--- config.mk ---
export PLATFORM = sky130hd
export DESIGN_NAME = lc3_mem_if
export DESIGN_NICKNAME = d
export VERILOG_FILES = /design/src/rtl/lc3_mem_pkg.sv /design/src/rtl/lc3_mem_timer.sv /design/src/rtl/lc3_mem_if.sv
export SDC_FILE = /design/constraint.sdc
export NUM_CORES = 1
export LEC_CHECK = 0
export ABC_AREA = 1
export CORE_MARGIN = 1
export CORE_UTILIZATION = 26
export CTS_BUF_LIST = sky130_fd_sc_hd__clkbuf_2 sky130_fd_sc_hd__clkbuf_4 sky130_fd_sc_hd__clkbuf_8
export CTS_CLUSTER_DIAMETER = 120
export DETAILED_ROUTE_END_ITERATION = 10
export GPL_TIMING_DRIVEN = 0
export PLACE_DENSITY_LB_ADDON = 0.12
export SYNTH_ARGS = -nofsm -noshare
export SYNTH_HDL_FRONTEND = slang
export SYNTH_HIERARCHICAL = 1
export SYNTH_SLANG_ARGS = --single-unit
export TNS_END_PERCENT = 1
--- constraint.sdc ---
create_clock -name clk -period 1.6 [get_ports clk]
set_input_delay 0.32 -clock clk [delete_from_list [all_inputs] [get_ports clk]]
set_output_delay 0.32 -clock clk [all_outputs]
set_load 0.02 [all_outputs]
--- src/rtl/lc3_mem_pkg.sv ---
// Shared encodings and defaults for the LC-3 MAR/MDR memory-interface stage.
// Pure declarations, so there is no latency and no backpressure at this level.
package lc3_mem_pkg;

  localparam int DATA_W_DEF  = 16;
  localparam int TIMEOUT_DEF = 255;

  typedef enum logic [1:0] {
    ST_IDLE   = 2'd0,
    ST_ACCESS = 2'd1,
    ST_DONE   = 2'd2
  } state_e;

endpackage

--- src/rtl/lc3_mem_timer.sv ---
// Counts ACCESS cycles and flags the TIMEOUT-th one. expired is combinational from the count.
// It has no backpressure: clr wins over inc, and the count parks at its final value.
module lc3_mem_timer
  import lc3_mem_pkg::*;
#(
  parameter int TIMEOUT = TIMEOUT_DEF
) (
  input  logic clk,
  input  logic rst_n,
  input  logic clr,
  input  logic inc,
  output logic expired
);

  localparam int CNT_W = $clog2(TIMEOUT + 1);
  localparam logic [CNT_W-1:0] LAST = CNT_W'(TIMEOUT - 1);

  logic [CNT_W-1:0] cnt_q, cnt_d;

  // With the count at LAST, this is the TIMEOUT-th cycle spent waiting.
  assign expired = inc && (cnt_q == LAST);

  always_comb begin
    cnt_d = cnt_q;
    if (clr) begin
      cnt_d = '0;
    end else if (inc && !expired) begin
      cnt_d = cnt_q + 1'b1;
    end
  end

  always_ff @(posedge clk or negedge rst_n) begin
    if (!rst_n) begin
      cnt_q <= '0;
    end else begin
      cnt_q <= cnt_d;
    end
  end

endmodule

--- src/rtl/lc3_mem_if.sv ---
// LC-3 MAR/MDR stage. mem_req rises one edge after mio_en, and ready rises one edge after mem_ready.
// Backpressure: DONE holds until mio_en drops. Optional abort on timeout via LC3_MEM_TIMEOUT_EN.
module lc3_mem_if
  import lc3_mem_pkg::*;
#(
  parameter int DATA_W  = DATA_W_DEF,
  parameter int TIMEOUT = TIMEOUT_DEF
) (
  input  logic              clk,
  input  logic              rst_n,
  input  logic [DATA_W-1:0] bus_in,
  input  logic              ld_mar,
  input  logic              ld_mdr,
  input  logic              mio_en,
  input  logic              r_w,
  input  logic              gate_mdr,
  output logic [DATA_W-1:0] bus_out,
  output logic              bus_oe,
  output logic [DATA_W-1:0] mem_addr,
  output logic [DATA_W-1:0] mem_wdata,
  output logic              mem_req,
  output logic              mem_we,
  input  logic [DATA_W-1:0] mem_rdata,
  input  logic              mem_ready,
  output logic              ready,
  output logic              err
);

  state_e            state_q, state_d;
  logic [DATA_W-1:0] mar_q, mar_d;
  logic [DATA_W-1:0] mdr_q, mdr_d;
  logic              we_q, we_d;
  logic              expired;

`ifdef LC3_MEM_TIMEOUT_EN
  logic err_q, err_d;

  lc3_mem_timer #(.TIMEOUT(TIMEOUT)) u_timer (
    .clk     (clk),
    .rst_n   (rst_n),
    .clr     (state_q != ST_ACCESS),
    .inc     (state_q == ST_ACCESS),
    .expired (expired)
  );

  assign err = err_q;
`else
  // TIMEOUT only matters when the abort timer is built in.
  logic [31:0] unused_timeout;
  assign unused_timeout = TIMEOUT;
  assign expired        = 1'b0;
  assign err            = 1'b0;
`endif

  always_comb begin
    state_d = state_q;
    mar_d   = mar_q;
    mdr_d   = mdr_q;
    we_d    = we_q;
`ifdef LC3_MEM_TIMEOUT_EN
    err_d   = err_q;
`endif
    case (state_q)
      ST_IDLE: begin
        if (ld_mar) begin
          mar_d = bus_in;
        end
        if (mio_en) begin
          we_d    = r_w;
          state_d = ST_ACCESS;
        end else if (ld_mdr) begin
          mdr_d = bus_in;
        end
      end
      ST_ACCESS: begin
        // A completion on the same edge as expiry counts as a normal completion.
        if (mem_ready) begin
          if (!we_q) begin
            mdr_d = mem_rdata;
          end
          state_d = ST_DONE;
        end else if (expired) begin
          state_d = ST_DONE;
`ifdef LC3_MEM_TIMEOUT_EN
          err_d   = 1'b1;
`endif
        end
      end
      ST_DONE: begin
        if (!mio_en) begin
          state_d = ST_IDLE;
`ifdef LC3_MEM_TIMEOUT_EN
          err_d   = 1'b0;
`endif
        end
      end
      default: state_d = ST_IDLE;
    endcase
  end

  always_ff @(posedge clk or negedge rst_n) begin
    if (!rst_n) begin
      state_q <= ST_IDLE;
      mar_q   <= '0;
      mdr_q   <= '0;
      we_q    <= 1'b0;
`ifdef LC3_MEM_TIMEOUT_EN
      err_q   <= 1'b0;
`endif
    end else begin
      state_q <= state_d;
      mar_q   <= mar_d;
      mdr_q   <= mdr_d;
      we_q    <= we_d;
`ifdef LC3_MEM_TIMEOUT_EN
      err_q   <= err_d;
`endif
    end
  end

  assign mem_req   = (state_q == ST_ACCESS);
  assign mem_we    = mem_req && we_q;
  assign mem_addr  = mar_q;
  assign mem_wdata = mdr_q;
  assign ready     = (state_q == ST_DONE);
  assign bus_out   = mdr_q;
  assign bus_oe    = gate_mdr;

endmodule
==> results.cfg, run 1 <==
[die]
rows = 30
die-height_um = 86.5
die_x_um = 86.5
coreArea_sq_um = 6830
io_pins = 93
initial_utilization_pct = 27.2
dieArea_sq_um = 7480

[worst_hold_path]
worst_hold_path_type = primary input to asynchronous set/reset pin

[synth]
synth-seq-area-share_pct = 47.2
synth_fp_nets = 275
syn_inst = 235
ys_ff_latch = 35
syn_avg_cell_area_sq_um = 7.90
synth_flop_cell = dfrtp_1
synthXorXnorAreaFrac_pct = 0
synthAdderAreaFrac_pct = 0
synth_top_cell_area_share_pct = 47.2
synth_top_family_by_area = simple AND/OR/NAND/NOR gates
yosysWarnings = 6
netlist_area_sq_um = 1860
async_flop_share_pct = 100
synth_compound_area_share_pct = 1.28
ys_types = 19
synth_area_leader_cell = dfrtp_1
yosys-mux-area-fraction_pct = 0
synth_edf_count = 0
synth_area_leaders = dfrtp_1 47%, nand2_1 20%, nand3_1 13%
synth_common_cells = 101 x nand2_1, 48 x nand3_1, 35 x dfrtp_1, 21 x buf_4
synth.most_common_cell = nand2_1
synth-simple-area-share_pct = 37.2

[setup_path]
start_kind = flop
cp.required_ns = 1.28
path_buf_inv = 1
cp_max_fo = 2
path_cells = clkdlybuf4s50_1
cp.arrival_ns = 1.24
cp-end-kind = output port
path_delay_family = buffers and inverters
crit_path_max_incr_delay_ns = 0.61
critPathSlowestCell = clkdlybuf4s50_1
crit_type = flop to output port

[power_and_ir_drop]
ir_drop_mv = 0.728
p_sw_mw = 2.61
switching_share_pct = 43.5
p_leak_nw = 1.75
p_int_mw = 3.39
seq_power_share_pct = 25.4
power.density_nw_per_um2 = 1990
clkPwrFrac_pct = 12.1
combPwrFrac_pct = 62.5

[cts]
cts_tree = done
clock_latency_ns = 0.28
clock_path_buffers = 2
cts-buffers-inserted = 5
clock-sinks = 35
ctsHtreeMaxLevel = 2
cts-root-buf = clkbuf_8
cts.reportedPaths.clkPinSlew_ns = 0.07
cts_hold_buf = 0

[finish]
fillerInstances = 714
syn_to_final_growth_pct = 62.4
drive_gt1_share_pct = 21.8
design_area_sq_um = 3010
diodes = 0
layout.nets = 378

[sta]
holdWs_ns = 0.135
max_freq_mhz = 639
max_slew_margin_pct = 44.8
period_needed_ns = 1.56
skew_ns = 0.00421
finalSetupViolCount = 0
drv_slew = 0
rsz0062_at_grt = true
finalCritPeriodShare_pct = 97.8
worstMarginPinSlew_ns = 0.828
hold_violations = 0

[place]
placed_cell_area_sq_um = 2860
place.port_buffers = 89
hpwl_um = 4050
gp_congestion = 0.832

[global_routing]
grt-ovfl-total = 0
antenna_found_initial = 0
grt_usage_pct = 15.3
grt_pass1_wl_um = 8680
grt_max_degree = 36
grt_pass1_vias = 1809

[routing]
wl_um = 5410
wl_per_cell_um = 12.4
ant_nets = 0
drc = 0
viasPerCell = 4.24
drt-pass1-iter-count = 4
drt_iter0_markers = 81
num_vias = 1845

[status]
outcome = complete, no violations

[job]
drv_cap = 0
[final cells by class]
cell class              count  area (sq um)  share of cell area [%]
well taps                  96           120                    3.99
multi-input cells         164           727                    24.1
clock buffers               8           104                    3.45
flip-flops and latches     35           876                    29.1
repair buffers             97           922                    30.6
plain buffers              29           239                    7.93
inverters                   6          25.0                   0.831
[flip-flops by register name, indices dropped and copies added (netlist names)]
| name | cells |
|---|---|
| state_q | 2 |
| we_q | 1 |
| bus_out | 16 |
| mem_addr | 16 |
[metrics by stage]
stage	util, %	std cells	setup TNS [ns]	worst slack [ns]	total power, mW
3_5_place_dp	41.9	420	-0.783	-0.290	5.36
2_1_floorplan	-	235	0	0.196	3.82
3_3_place_gp	42.0	420	-24.81	-0.687	5.33
5_1_grt	44.1	435	0	0.000338	6.51
4_1_cts	43.0	430	-0.0365	-0.0365	6.03
6_report	44.1	435	0	0.0355	6.00
[cells in the final DEF, fill, tap and decap left out, types with 5 or more instances in the layout]
cell,Yosys,routed
dfrtp_1,35,35
buf_4,21,44
nand3_1,48,48
buf_6,3,5
dlygate4sd2_1,0,12
dlymetal6s2s_1,0,14
clkdlybuf4s50_1,0,44
clkbuf_8,0,7
nand2_1,101,101
[metal layers]
metal | vias up | share of wire, % | track usage (%)
li1 | 935 | - | -
met1 | 823 | 47 | 20.4
met2 | 82 | 44 | 24.0
met3 | 5 | 8.5 | 4.29
met4 | 0 | 0.83 | 5.15
met5 | - | 0 | 0
[final timing paths]
path,start,end,slack (ns),cells past startpoint
worst max register to register,state_q[1],mem_addr[14],0.15,7
worst min-delay path,rst_n,mem_addr[2],0.13,1
worst min register to register,mem_addr[2],mem_addr[2],0.47,2
max in group asynchronous,rst_n,we_q,0.95,1
min in group clk,ld_mar,mem_addr[5],0.36,3
worst max-delay path,mem_addr[1],mem_addr[1],0.04,1
[logic make-up after synthesis]
logic type      count (synthesis)
flops                          35
compound gates                  4
simple gates                  159
buf+inv                        36
other cells                     1
[repair_timing]
item                       in CTS  in global routing
setup buffers                   2                  6
setup endpoints to repair      30                 16
gates resized for setup        46                 18
pin swaps                       0                  1
[power by group through the flow]
stage	registers, mW	clock network [mW]	logic [mW]
6_report	1.52	0.728	3.75
5_1_grt	1.58	0.795	4.13
4_1_cts	1.53	0.755	3.74
3_5_place_dp	1.57	0	3.79
3_3_place_gp	1.57	0	3.76
2_1_floorplan	1.97	0	1.85
Power figures use the tool's default switching activity.
==> run 2, diff against run 1 <==
==> constraint.sdc (replaced) <==
create_clock -name clk -period 1.5 [get_ports clk]
set_input_delay 0.3 -clock clk [delete_from_list [all_inputs] [get_ports clk]]
set_output_delay 0.3 -clock clk [all_outputs]
set_load 0.02 [all_outputs]
==> run 2 against run 1 <==
Net effect: global-route usage is 0.10 points higher; clock power increased by 6.2%; non-clock buffer count up 1; critical path depth rose by 3; die area unchanged; sequential power up 6%; sequential share of layout area up 0.16 points; cell area down 0.54%; first-iteration DRC count fell by 11%; worst hold slack worse by 0.023 ns; critical endpoint is now ready; largest power group unchanged; highest routed layer unchanged.
==> results.cfg, run 2 (synthesis gave the netlist of run 1 again) <==
[finish]
syn_to_final_growth_pct = 61.5
design_area_sq_um = 3000
diodes = 0
final_cell_mix = 100 x nand2_1, 48 x nand3_1, 46 x buf_4
layout.nets = 379
layout_commonest_cell = nand2_1
drive_gt1_share_pct = 22.6
fillerInstances = 716
final_util_pct = 43.9
fin_cells = 436

[setup_path]
start_kind = flop
path_cells = buf_6, buf_12, nor2_4, buf_6
cp-end-kind = output port
path_delay_family = buffers and inverters
cp.arrival_ns = 1.20
cp_common_cell = buf_6
path_buf_inv = 3
critPathSlowestCell = dfrtp_1
crit_type = flop to output port
cp.required_ns = 1.20
cp_max_fo = 5
crit_path_max_incr_delay_ns = 0.39

[cts]
cts.reportedPaths.clkPinSlew_ns = 0.07
cts-buffers-inserted = 5
clock_path_buffers = 2
cts-root-buf = clkbuf_8
cts_hold_buf = 0
cts_tree = done
clock-sinks = 35
ctsHtreeMaxLevel = 2
clock_latency_ns = 0.28

[sta]
max_freq_mhz = 667
max_slew_margin_pct = 45.1
drv_slew = 0
worstMarginPinSlew_ns = 0.823
finalCritPeriodShare_pct = 100
fin_ws_ns = 0.000246
rsz0062_at_grt = true
hold_violations = 0
skew_ns = 0.00324
period_needed_ns = 1.50
finalSetupViolCount = 0

[place]
pre_cts_slack_ns = -0.370
hpwl_um = 4050
dp.cells = 420
placed_cell_area_sq_um = 2860
place.port_buffers = 89
gp_congestion = 0.832

[global_routing]
grt_usage_pct = 15.4
antenna_found_initial = 0
grt_pass1_vias = 1826
grt_max_degree = 36
grt-ovfl-total = 0
grt_pass1_wl_um = 8740

[routing]
drc = 0
drt_iter0_markers = 72
viasPerCell = 4.27
wl_per_cell_um = 12.4
ant_nets = 0
num_vias = 1860
drt-pass1-iter-count = 4
wl_um = 5410

[die]
initial_utilization_pct = 27.2
die_x_um = 86.5
die-height_um = 86.5
dieArea_sq_um = 7480
rows = 30
coreArea_sq_um = 6830
io_pins = 93

[worst_hold_path]
worst_hold_path_type = primary input to asynchronous set/reset pin

[job]
drv_cap = 0

[power_and_ir_drop]
p_leak_nw = 1.64
power.density_nw_per_um2 = 2130
ir_drop_mv = 0.895
power.total_mw = 6.39

[status]
outcome = complete, no violations
-- run 2: cell count changes in the layout (fill, tap and decap cells not counted), moves of 2 or more --
cell / change
buf_4: +2
dlygate4sd2_1: +21
dlymetal6s2s_1: -14
clkdlybuf4s50_1: -7
-- run 2: power breakdown --
part           internal (mW)  switching [mW]  total, mW
Sequential              1.37           0.247       1.61
Clock                  0.437           0.335      0.773
Combinational           1.74            2.26       4.00
Total                   3.54            2.84       6.39
-- run 2: path summary, 6_finish.rpt --
check | from | end | slack [ns] | depth (start not counted)
max | state_q[0] | ready | 0.0002 | 4
min | rst_n | mem_addr[2] | 0.11 | 1
max reg2reg | state_q[1] | bus_out[4] | 0.12 | 8
min reg2reg | mem_addr[2] | mem_addr[2] | 0.47 | 2
max in group asynchronous | rst_n | state_q[0] | 0.87 | 1
min in group clk | ld_mar | mem_addr[5] | 0.34 | 3
-- run 2: cell type report --
cell class	count	area (sq um)	share of cell area (%)
Buffer	28	228	7.60
Clock buffer	8	104	3.47
Inverter	6	25.0	0.835
Multi-Input combinational cell	164	753	25.1
Sequential cell	35	876	29.2
Tap cell	96	120	4.01
Timing Repair Buffer	99	891	29.7
-- run 2: routing by layer --
metal,wire [um],up-vias,global-route usage [%],part of all wire (%)
met2,2450,78,24.3,45
met1,2490,843,20.4,46
li1,-,937,-,-
met4,31,0,5.15,0.57
met3,439,2,4.29,8.1
met5,0,-,0,0
-- run 2: timing repair --
item	CTS	global route
gates cloned	0	0
setup endpoints to repair	51	22
pin swaps	1	1
buffers inserted	2	8
resized for setup	71	6
-- run 2: per-stage QoR --
stage | hold slack (ns) | setup TNS [ns]
2_1_floorplan | 0.00441 | 0
3_3_place_gp | 0.457 | -28.63
3_5_place_dp | 0.459 | -1.78
4_1_cts | 0.145 | -0.127
5_1_grt | 0.186 | -0.107
6_report | 0.111 | 0
==> run 3, diff against run 2 <==
--- a/config.mk
+++ b/config.mk
@@ -6,6 +6,7 @@
 export NUM_CORES = 1
 export LEC_CHECK = 0
 export ABC_AREA = 1
+export CAP_MARGIN = 15
 export CORE_MARGIN = 1
 export CORE_UTILIZATION = 26
 export CTS_BUF_LIST = sky130_fd_sc_hd__clkbuf_2 sky130_fd_sc_hd__clkbuf_4 sky130_fd_sc_hd__clkbuf_8
==> results of run 3 <==
Final layout, timing and power as in run 2 (identical DEF).
